===== config.mk =====
export PLATFORM = sky130hd
export DESIGN_NAME = hall_sequence_gen
export DESIGN_NICKNAME = d
export VERILOG_FILES = /design/src/rtl/hall_pkg.sv /design/src/rtl/hall_step_timer.sv /design/src/rtl/hall_sequence_gen.sv
export SDC_FILE = /design/constraint.sdc
export NUM_CORES = 1
export LEC_CHECK = 0
export ABC_AREA = 1
export BUFFER_PORTS_ARGS = -buffer_cell sky130_fd_sc_hd__clkbuf_2
export CAP_MARGIN = 20
export CORE_MARGIN = 5
export CORE_UTILIZATION = 52
export DETAILED_ROUTE_END_ITERATION = 6
export PLACE_DENSITY_LB_ADDON = 0.25
export SYNTH_ARGS = -nofsm -noshare
export SYNTH_HDL_FRONTEND = slang
export SYNTH_SLANG_ARGS = --single-unit

===== constraint.sdc =====
create_clock -name clk -period 1.9 [get_ports clk]
set_clock_uncertainty 0.05 [all_clocks]
set_input_delay 0.095 -clock clk [delete_from_list [all_inputs] [get_ports clk]]
set_output_delay 0.095 -clock clk [all_outputs]
set_load 0.02 [all_outputs]

===== src/rtl/hall_pkg.sv =====
// rtl/hall_pkg.sv - hall code table, invalid codes and index stepping helpers
package hall_pkg;

    localparam logic [2:0] STEP_1 = 3'b101;
    localparam logic [2:0] STEP_2 = 3'b100;
    localparam logic [2:0] STEP_3 = 3'b110;
    localparam logic [2:0] STEP_4 = 3'b010;
    localparam logic [2:0] STEP_5 = 3'b011;
    localparam logic [2:0] STEP_6 = 3'b001;

    localparam logic [2:0] HALL_INVALID_LO = 3'b000;
    localparam logic [2:0] HALL_INVALID_HI = 3'b111;

    localparam logic [2:0] IDX_FIRST = 3'd0;
    localparam logic [2:0] IDX_LAST  = 3'd5;

    typedef enum logic {
        DIR_REV = 1'b0,
        DIR_FWD = 1'b1
    } hall_dir_e;

    // Indices 6 and 7 never occur in normal operation; they map to an invalid code.
    function automatic logic [2:0] hall_code(input logic [2:0] index);
        logic [2:0] code;
        case (index)
            3'd0:    code = STEP_1;
            3'd1:    code = STEP_2;
            3'd2:    code = STEP_3;
            3'd3:    code = STEP_4;
            3'd4:    code = STEP_5;
            3'd5:    code = STEP_6;
            default: code = HALL_INVALID_LO;
        endcase
        return code;
    endfunction

    function automatic logic [2:0] next_index(input logic [2:0] index, input hall_dir_e dir);
        logic [2:0] nxt;
        if (dir == DIR_FWD) begin
            nxt = (index >= IDX_LAST) ? IDX_FIRST : index + 3'd1;
        end else begin
            nxt = (index == IDX_FIRST || index > IDX_LAST) ? IDX_LAST : index - 3'd1;
        end
        return nxt;
    endfunction

endpackage


===== src/rtl/hall_step_timer.sv =====
// rtl/hall_step_timer.sv - step rate timer and manual step muxing, one step_fire pulse per step
module hall_step_timer #(
    parameter int PERIOD_W = 16
) (
    input  logic                clk,
    input  logic                rst_n,
    input  logic                enable,
    input  logic [PERIOD_W-1:0] period,
    input  logic                step_req,
    output logic                step_fire
);

    localparam logic [PERIOD_W-1:0] ONE  = {{(PERIOD_W-1){1'b0}}, 1'b1};
    localparam logic [PERIOD_W-1:0] ZERO = '0;

    logic [PERIOD_W-1:0] timer_q;
    logic [PERIOD_W-1:0] timer_d;
    logic                running;
    logic                rate_fire;
    logic                manual_fire;

    // Compare against the live period so a shortened period can fire immediately.
    always_comb begin
        running     = enable && (period != ZERO);
        rate_fire   = running && (timer_q >= (period - ONE));
        manual_fire = !enable && step_req;
        step_fire   = rate_fire || manual_fire;
        timer_d     = timer_q;
        if (!running || rate_fire) begin
            timer_d = ZERO;
        end else begin
            timer_d = timer_q + ONE;
        end
    end

    always_ff @(posedge clk or negedge rst_n) begin
        if (!rst_n) begin
            timer_q <= ZERO;
        end else begin
            timer_q <= timer_d;
        end
    end

endmodule


===== src/rtl/hall_sequence_gen.sv =====
// rtl/hall_sequence_gen.sv - emulated BLDC hall code stream with position tracking
module hall_sequence_gen
    import hall_pkg::*;
#(
    parameter int PERIOD_W = 16,
    parameter int POS_W    = 8
) (
    input  logic                clk,
    input  logic                rst_n,
    input  logic                enable,
    input  logic                dir,
    input  logic [PERIOD_W-1:0] period,
    input  logic                step_req,
    input  logic                fault_inject,
    output logic [2:0]          hall,
    output logic                step_strobe,
    output logic [POS_W-1:0]    position
);

    localparam logic [POS_W-1:0] POS_ONE = {{(POS_W-1){1'b0}}, 1'b1};

    logic             step_fire;
    logic [2:0]       index_q,    index_d;
    logic [2:0]       hall_q,     hall_d;
    logic             strobe_q,   strobe_d;
    logic [POS_W-1:0] position_q, position_d;
    hall_dir_e        dir_e;

    hall_step_timer #(
        .PERIOD_W (PERIOD_W)
    ) u_step_timer (
        .clk       (clk),
        .rst_n     (rst_n),
        .enable    (enable),
        .period    (period),
        .step_req  (step_req),
        .step_fire (step_fire)
    );

    // dir only matters on a step, so a toggle between steps cannot skip a code.
    always_comb begin
        dir_e      = hall_dir_e'(dir);
        index_d    = index_q;
        position_d = position_q;
        strobe_d   = step_fire;
        if (step_fire) begin
            index_d = next_index(index_q, dir_e);
            if (dir_e == DIR_FWD) begin
                position_d = position_q + POS_ONE;
            end else begin
                position_d = position_q - POS_ONE;
            end
        end
        hall_d = fault_inject ? HALL_INVALID_LO : hall_code(index_d);
    end

    always_ff @(posedge clk or negedge rst_n) begin
        if (!rst_n) begin
            index_q    <= IDX_FIRST;
            hall_q     <= STEP_1;
            strobe_q   <= 1'b0;
            position_q <= '0;
        end else begin
            index_q    <= index_d;
            hall_q     <= hall_d;
            strobe_q   <= strobe_d;
            position_q <= position_d;
        end
    end

    assign hall        = hall_q;
    assign step_strobe = strobe_q;
    assign position    = position_q;

endmodule

# Word level (Yosys, flattened, before mapping)
# Index checks and enable logic that the tools add are counted.
dict set report word_totals {
  ff_bits 31
  latchBits 0
  ram_bits 0
  mem_bits_ro 0
  in_bits 22
  output_inout_bits 12
  wordCells 38
  mem_count 0
}
dict set report op_classes {
  add_sub_neg 6
  mul 0
  div 0
  order_cmp 3
  n_eq_ne 5
  shifts 0
  muxes 8
  bitwise_logic 0
  reduce_logical 11
}
# op count
set op_table {}
lappend op_table {{$pmux 3 s6} 1}
lappend op_table {{$add 16x1->16 const B} 1}
lappend op_table {{$ge 16x16->1} 1}
lappend op_table {{$mux 16} 1}
lappend op_table {{$reduce_bool 16->1} 1}
lappend op_table {{$sub 16x1->16 const B} 1}
lappend op_table {{$mux 3} 5}
lappend op_table {{$add 8x1->8 const B} 1}
lappend op_table {{$mux 8} 1}
lappend op_table {{$sub 8x1->8 const B} 1}
lappend op_table {{$eq 3x2->1 const B} 2}
lappend op_table {{$eq 3x3->1 const B} 2}
lappend op_table {{$logic_not 3->1} 2}
lappend op_table {{$add 3x1->3 const B} 1}
lappend op_table {{$eq 3x1->1 const B} 1}
lappend op_table {{$ge 3x3->1 const B} 1}
lappend op_table {{$gt 3x3->1 const B} 1}
lappend op_table {{$logic_and 1x1->1} 3}
lappend op_table {{$logic_or 1x1->1} 3}
lappend op_table {{$sub 3x1->3 const B} 1}
lappend op_table {{$logic_not 1->1} 2}

# Depth between registers and ports, before layout
# Gate-level depths: netlist (run 1).
dict set report depth {
  ltp_word 8
  mapped_depth 21
  mapped_depth_nobuf 21
}

# Hierarchy
# A second synthesis (run 1) with hierarchy kept.
dict set report hier_totals {
  hier_cells 356
  area_unflattened_um2 2727.6
}
# module instances cells_per_inst area_per_inst_um2 seq_area_each_um2
set by_module_without_submodules {}
lappend by_module_without_submodules {hall_step_timer 1 232 1721.7 400.4}
lappend by_module_without_submodules {hall_sequence_gen 1 124 1006.0 377.9}

# Worst setup path after synthesis (run 1)
# Ideal clock, no wire load.
dict set report synth_path {
  path_kind {input port to flip-flop}
  startpoint {input port period[2]}
  endpoint {register hall_q[1], in the netlist hall[1]}
  setup_ns 0.118
  t_arrival_ns 2.325
  required_ns 1.732
  setup_slack_ns -0.593
  cell_stages 20
  path_buffers 0
  path_cell_list {nor2_1 nand2_1 nor3_2 nand4_1 nor2_1 nand3_1 nor3_2 xor2_1 inv_1 ha_1 a21oi_1 o21ai_0 a21oi_1 nand2_1 nand2_4 nand2_4 nand2_1 nand2_2 a21oi_1 nor2_1}
}
dict set report synth_between {
  elab_chain_cells 8
  elab_cells_between_ends 15
  cone_classes {1 x add/sub; 1 x order compare; 5 x eq/ne; 3 x mux; 5 x reduce/logical}
}
# element line
set synth_rtl {}
lappend synth_rtl {{start, declared} hall_sequence_gen.sv:12} ;# input logic [PERIOD_W-1:0] period,
lappend synth_rtl {{$sub 16x1->16 / $reduce_bool 16->1 (equally long branches)} {hall_step_timer.sv:25, hall_step_timer.sv:24}}
lappend synth_rtl {{$ge 16x16->1 / $logic_and 1x1->1 (equally long branches)} {hall_step_timer.sv:25, hall_step_timer.sv:24}}
lappend synth_rtl {{$logic_and 1x1->1 *} hall_step_timer.sv:25} ;# rate_fire = running && (timer_q >= (period - ONE));
lappend synth_rtl {{$logic_or 1x1->1 *} hall_step_timer.sv:27} ;# step_fire = rate_fire || manual_fire;
lappend synth_rtl {{$mux 3 *} hall_sequence_gen.sv:46} ;# if (step_fire) begin
lappend synth_rtl {{$eq 3x3->1, or another cell as far along} hall_pkg.sv:25} ;# case (index)
lappend synth_rtl {{$pmux 3 s6 *} hall_pkg.sv:25}
lappend synth_rtl {{$mux 3 *} hall_sequence_gen.sv:54} ;# hall_d = fault_inject ? HALL_INVALID_LO : hall_code(index_d);
lappend synth_rtl {{net hall_d[1]} hall_sequence_gen.sv:24} ;# logic [2:0] hall_q, hall_d;
lappend synth_rtl {{end signal, assigned} hall_sequence_gen.sv:65} ;# hall_q <= hall_d;
lappend synth_rtl {{end, declared} hall_sequence_gen.sv:24}
# Mark *: on every way through the listed nets, which the timed path passes. The rest lies on a longest branch.
# A chain may end at the register's enable or synchronous reset.

# Worst setup path in the final report (run 1)
# Ends and elaborated chain as after synthesis.

==> results of run 1 <==
kinds of logic after synthesis:
kind of cell | count (synthesis) | synth area share, %
simple gates | 138 | 27.0
compound gates | 40 | 8.98
mux | 2 | 0.903
buf+inv | 54 | 8.23
flops | 31 | 31.2
fa+ha+maj | 29 | 14.9
xor+xnor | 25 | 8.78
worst paths after layout:
kind                                              startpoint                                 end  cells after the start
max in group asynchronous                              rst_n   u_step_timer.timer_q[4]$_DFF_PN0_                      2
min                                                   enable   u_step_timer.timer_q[9]$_DFF_PN0_                      6
min reg2reg                u_step_timer.timer_q[0]$_DFF_PN0_   u_step_timer.timer_q[0]$_DFF_PN0_                      1
min in group asynchronous                              rst_n             position[0]$_DFFE_PN0N_                      2
max reg2reg                u_step_timer.timer_q[0]$_DFF_PN0_  u_step_timer.timer_q[14]$_DFF_PN0_                     12
max                                                period[2]                   hall[1]$_DFF_PN0_                     20
state kept, by name, summed over array words and instances (netlist names):
signal                count
step_strobe               1
u_step_timer.timer_q     16
hall                      3
index_q                   3
position                  8
worst max-delay path: cells and delay by family:
family	cells	cell delay (ps)
AOI/OAI and AO/OA	4	490
and+or+nand+nor	12	1170
buffers and inverters	2	240
adders and majority gates	1	310
xor gates and xnor gates	1	130
placed cells by master (no fill, tap or decap), types with 5 or more instances in the layout:
cell	count
nand2_4	6
nor2_4	9
nor2_2	11
ha_1	26
nand4_1	7
xnor2_1	9
clkbuf_2	32
nand2_1	45
xor2_1	16
inv_1	42
nand3_1	8
inv_2	8
nor2_1	20
a21oi_1	21
clkbuf_8	7
a21oi_2	10
nand2_2	13
dfrtp_1	29
nor3_4	5
buf_4	43
stage by stage:
| stage | setup TNS (ps) | worst slack, ps | cell area, um2 | instances | hold slack [ps] |
|---|---|---|---|---|---|
| finish | -10310 | -418 | 3550 | 463 | 336 |
| global route | -16560 | -640 | 3550 | 463 | 348 |
| CTS | -11940 | -449 | 3340 | 461 | 251 |
| detailed placement | -22400 | -848 | 3090 | 448 | 159 |
| global placement | -19030 | -704 | 3090 | 448 | 155 |
| floorplan | -11910 | -511 | 2530 | 319 | -251 |
area by class of cell:
cell class	count	area [um2]
timing repair buffer	84	603
clock inverter	1	7.51
fill	350	1140
sequential	31	778
tap	54	67.6
clock buffer	7	96.3
inverter	52	200
multi-input combinational	234	1790
power by group through the flow:
stage	clock network (W)	logic (W)	registers [W]
floorplan	0	0.000812	0.00105
global placement	0	0.00133	0.000921
detailed placement	0	0.00136	0.000928
CTS	0.000601	0.00144	0.000915
global route	0.000635	0.00170	0.000943
finish	0.000590	0.00151	0.000922
per-layer routing:
| metal | vias to the layer above | share of wire, % | track usage, % |
|---|---|---|---|
| met1 | 1073 | 42 | 22.3 |
| met2 | 40 | 52 | 35.3 |
| li1 | 1203 | - | - |
| met3 | 13 | 3.3 | 3.29 |
| met5 | - | 0 | 0 |
| met4 | 0 | 2.8 | 7.39 |
what timing repair did:
item | 4_1_cts | 5_1_grt
hold endpoints to repair | 31 | 0
buffers inserted | 3 | 2
pin swaps | 6 | 14
setup endpoints to repair | 31 | 31
hold buffers | 2 | 0
gates resized for setup | 20 | 51
==> out/metrics.cfg, run 1 <==
[run_status]
status=complete, but fails checks
violations=setup timing

[global_routing]
grt_pass1_vias=2309
grt_max_degree=32
gr-total-overflow=0
grt_use_total_pct=19.3
antenna_found_initial=0
grt_pass1_wl_mm=9.76

[timing]
drv_slew=0
setup_violations=31
min_period_ps=2320
post-route-period-util_pct=122
rsz0062_at_grt=true
fmax_ghz=0.431
worst_pin_slew_ps=771
hold_violations=0
finalWorstSetupSlack_ps=-418
max_slew_margin_pct=48.6

[yosys]
synth_fp_nets=370
synth_cell_types=33
synth.cell_area_mm2=0.00249
synth_area_leaders=dfrtp_1 29%, ha_1 14%, nand2_1 8.7%
synth_top_cell_by_area=dfrtp_1
yosys_warnings=0
async_flop_share_pct=100
synth_flop_cell=dfrtp_1
seq_area_frac_synth_pct=31.2
synth_most_common_cell=nand2_1
syn_avg_cell_area_um2=7.82
synth-seq-cells=31
synth_edf_count=0
synthTopCellsByCount=58 x nand2_1, 42 x inv_1, 33 x nor2_1
syn_inst=319
synth_top_area_share_pct=29.1

[cells_and_area]
fin_util_pct=75.6
syn_to_final_growth_pct=42.2
drive_above_1_share_pct=42.3
nets=459
n_antenna_cell=0

[clocking]
clk_latency_ps=290
clkTransAtPathRegs_ps=70
cts_buffer_depth=2
clkSinkCount=31
cts-root-buf=clkbuf_8
cts_made_buffers=5
cts_tree=yes
htree_levels=2

[pwr]
p_total_w=0.00303
seqPwrFrac_pct=30.5
p_sw_share_pct=40.7
clkPwrFrac_pct=19.5
pwr_density_cell_mw_per_mm2=853
p_int_w=0.00180
p_leak_nw=1.81
p_sw_w=0.00123
ir_worst_vdd_uv=382
combPwrFrac_pct=50.0

[floorplanning]
rows=25
ios=34
core_area_mm2=0.00469
die_h_um=79.3
die_w_um=79.3
start_util_pct=53.1
dieArea_mm2=0.00628

[hold_path]
min_path_type=primary input to register

[drt]
drt_iter0_drc=50
num_vias=2329
post_drt_via_cell_ratio=5.03
firstDrtPassIters=4
wl_per_cell_um=12.4
drc=0
wirelength_mm=5.75
detail-route-antenna-nets=0

[critical_path]
cp-start-kind=primary input
cpMostUsedCell=nand2_4
reg2reg_slack_ps=-260
crit_fanout=6
path_class=primary input to register
cp_slowest_stage_delay_ps=310
crit_path_cell_trace=buf_8 > nor2_4 > nand2_2 > nor3_4 > nand4_1 > nor2_2 > nand3_2 > buf_4 > xor2_1 > ha_1 > a21oi_2 > o21ai_2 > a21oi_2 > nand2_2 > nand2_4 > nand2_8 > nand2_4 > nand2_4 > a21oi_1 > nor2_1
end_kind=register
slowest_stage=ha_1
crit_arrival_ps=2450
critical_path_required_ps=2030

[place]
io_buffer_count=33
routabilityCongestion=0.835
dp_hpwl_mm=4.08

[run]
drv_cap=0

(Power assumes the default switching activity.)
==> run 2: changes to the inputs <==
--- a/config.mk
+++ b/config.mk
@@ -8,8 +8,9 @@
 export ABC_AREA = 1
 export BUFFER_PORTS_ARGS = -buffer_cell sky130_fd_sc_hd__clkbuf_2
 export CAP_MARGIN = 20
-export CORE_MARGIN = 5
-export CORE_UTILIZATION = 52
+export CELL_PAD_IN_SITES_DETAIL_PLACEMENT = 1
+export CELL_PAD_IN_SITES_GLOBAL_PLACEMENT = 1
+export CORE_UTILIZATION = 39
 export DETAILED_ROUTE_END_ITERATION = 6
 export PLACE_DENSITY_LB_ADDON = 0.25
 export SYNTH_ARGS = -nofsm -noshare
==> run 2 against run 1 <==
The flow still finishes with violations (setup timing). Clock power shrank 1%. Sequential share of layout area about the same. Via count grew 5.6%. First-iteration DRC count fell by 48%. Sequential power rose by 1%. Core utilization shrank 17 points. Cell count up 6.9%. Total power grew 3.2%. Critical path depth up 1. Worst setup slack got worse by 220 ps. Critical path type unchanged.
==> out/metrics.cfg, run 2 (same netlist as run 1, synthesis figures left out) <==
[clocking]
cts_tree=yes  ; unchanged
clkSinkCount=31  ; unchanged
cts_buffer_depth=2  ; unchanged
cts_made_buffers=5  ; unchanged
cts-root-buf=clkbuf_8  ; unchanged
clk_latency_ps=280  ; was 290 ps
htree_levels=2  ; unchanged
clkTransAtPathRegs_ps=60  ; was 70 ps

[critical_path]
path_class=primary input to register  ; unchanged
critical_path_required_ps=2020  ; was 2030 ps
reg2reg_slack_ps=-140  ; was -260 ps
crit_arrival_ps=2660  ; was 2450 ps
end_kind=register  ; unchanged
crit_fanout=8  ; was 6
cp-start-kind=primary input  ; unchanged

[pwr]
p_total_w=0.00312  ; was 0.00303 W
p_leak_nw=1.86  ; was 1.81 nW
ir_worst_vdd_uv=605  ; was 382 uV
pwr_density_cell_mw_per_mm2=878  ; was 853 mW/mm2

[drt]
drt_iter0_drc=26  ; was 50
post_drt_via_cell_ratio=4.97  ; was 5.03
firstDrtPassIters=4  ; unchanged
wirelength_mm=7.18  ; was 5.75 mm
num_vias=2460  ; was 2,329
drc=0  ; unchanged
detail-route-antenna-nets=0  ; unchanged
wl_per_cell_um=14.5  ; was 12.4 um

[timing]
fmax_ghz=0.394  ; was 0.431 GHz
finalWorstSetupSlack_ps=-635  ; was -418 ps
min_period_ps=2540  ; was 2320 ps
post-route-period-util_pct=133  ; was 122%
whs_ps=16.9  ; was 336 ps
worst_pin_slew_ps=799  ; was 771 ps
hold_violations=0  ; unchanged
max_slew_margin_pct=46.7  ; was 48.6%
drv_slew=0  ; unchanged
setup_violations=31  ; unchanged
rsz0062_at_grt=true  ; unchanged

[hold_path]
min_path_type=primary input to register  ; unchanged

[floorplanning]
dieArea_mm2=0.00672  ; was 0.00628 mm2
rows=28  ; was 25
ios=34  ; unchanged
start_util_pct=41.1  ; was 53.1%
core_area_mm2=0.00606  ; was 0.00469 mm2
die_w_um=82.0  ; was 79.3 um
die_h_um=82.0  ; was 79.3 um

[cells_and_area]
syn_to_final_growth_pct=42.5  ; was 42.2%
largest_reg_flops=16  ; unchanged
multi_input_area_mm2=0.00171  ; was 0.00179 mm2
ff_latch_area_um2=778  ; unchanged
fill_cells=745  ; was 350
n_antenna_cell=0  ; unchanged
nets=470  ; was 459
final_cell_mix=59 x buf_4, 49 x nand2_1, 42 x inv_1, 31 x clkbuf_2, 29 x dfrtp_1  ; was 45 x nand2_1, 43 x buf_4, 42 x inv_1, 32 x clkbuf_2, 29 x dfrtp_1
registers.top_by_ff_count=u_step_timer.timer_q  ; unchanged
drive_above_1_share_pct=40.0  ; was 42.3%
final_common_cell=buf_4  ; was nand2_1

[global_routing]
grt_use_total_pct=22.5  ; was 19.3%
antenna_found_initial=0  ; unchanged
grt_pass1_wl_mm=11.5  ; was 9.76 mm
gr-total-overflow=0  ; unchanged
grt_max_degree=32  ; unchanged
grt_pass1_vias=2641  ; was 2,309

[run_status]
violations=setup timing  ; unchanged
status=complete, but fails checks  ; unchanged

[place]
dp_hpwl_mm=5.23  ; was 4.08 mm
io_buffer_count=33  ; unchanged
routabilityCongestion=0.759  ; was 0.835
place_ws_ps=-939  ; was -848 ps

[run]
drv_cap=0  ; unchanged

[run 2: path summary, 6_finish.rpt]
kind / to / depth (start not counted) / from
min: hall[2]$_DFF_PN1_ / 4 / fault_inject
min reg2reg: u_step_timer.timer_q[0]$_DFF_PN0_ / 1 / u_step_timer.timer_q[0]$_DFF_PN0_
max in group asynchronous: index_q[1]$_DFF_PN0_ / 2 / rst_n
max: hall[1]$_DFF_PN0_ / 21 / period[2]
max reg2reg: hall[1]$_DFF_PN0_ / 11 / u_step_timer.timer_q[11]$_DFF_PN0_
min in group asynchronous: u_step_timer.timer_q[1]$_DFF_PN0_ / 2 / rst_n
[run 2: critical path, cell delays in order]
cell     delay (ps)
buf_8           100
nor2_4           90
nand2_2          70
nor3_4          130
nand4_1         140
nor2_2          190
nand3_2         120
nor3_4          140
xor2_1          190
inv_1           100
ha_4            240
a21oi_2         150
o21ai_2          90
a21oi_2         140
nand2_2          80
nand2_4         110
nand2_8         110
nand2_4         110
nand2_4          60
a21oi_2         150
nor2_2           40
[run 2: metal layers]
| layer | up-vias | routed length [um] | part of all wire (%) | track usage [%] |
|---|---|---|---|---|
| li1 | 1227 | - | - | - |
| met1 | 1187 | 3040 | 42 | 25.6 |
| met2 | 33 | 3880 | 54 | 43.1 |
| met3 | 13 | 162 | 2.3 | 3.00 |
| met4 | 0 | 101 | 1.4 | 5.96 |
| met5 | - | 0 | 0 | 0 |
[run 2: final cells by class]
type                    count  area share (%)
multi-input cells         234            48.2
flip-flops and latches     31            21.9
repair buffers             95            19.0
inverters                  52            5.49
clock buffers               8            2.82
well taps                  75            2.64
[run 2: repair_timing]
action	in CTS	in global routing
buffers inserted	8	1
hold buffers	1	0
gates cloned	0	1
resized for setup	31	17
pin swaps	10	6
setup endpoints to repair	31	31
hold endpoints to repair	29	0
[run 2: stage by stage]
stage | setup TNS, ps | utilization (%) | cell area (um2) | instances
3_5_place_dp | -25320 | 52.2 | 3160 | 477
6_report | -16150 | 58.6 | 3550 | 495
2_1_floorplan | -11910 | - | 2530 | 319
5_1_grt | -21420 | 58.6 | 3550 | 495
3_3_place_gp | -20410 | 52.2 | 3160 | 477
4_1_cts | -13110 | 57.1 | 3460 | 493
[run 2: report_power, final]
group / total (W) / leakage [nW] / internal (W) / switching (W)
Sequential: 0.000935 / 0.391 / 0.000805 / 0.000130
Combinational: 0.00160 / 1.41 / 0.000680 / 0.000924
Clock: 0.000583 / 0.0515 / 0.000331 / 0.000252
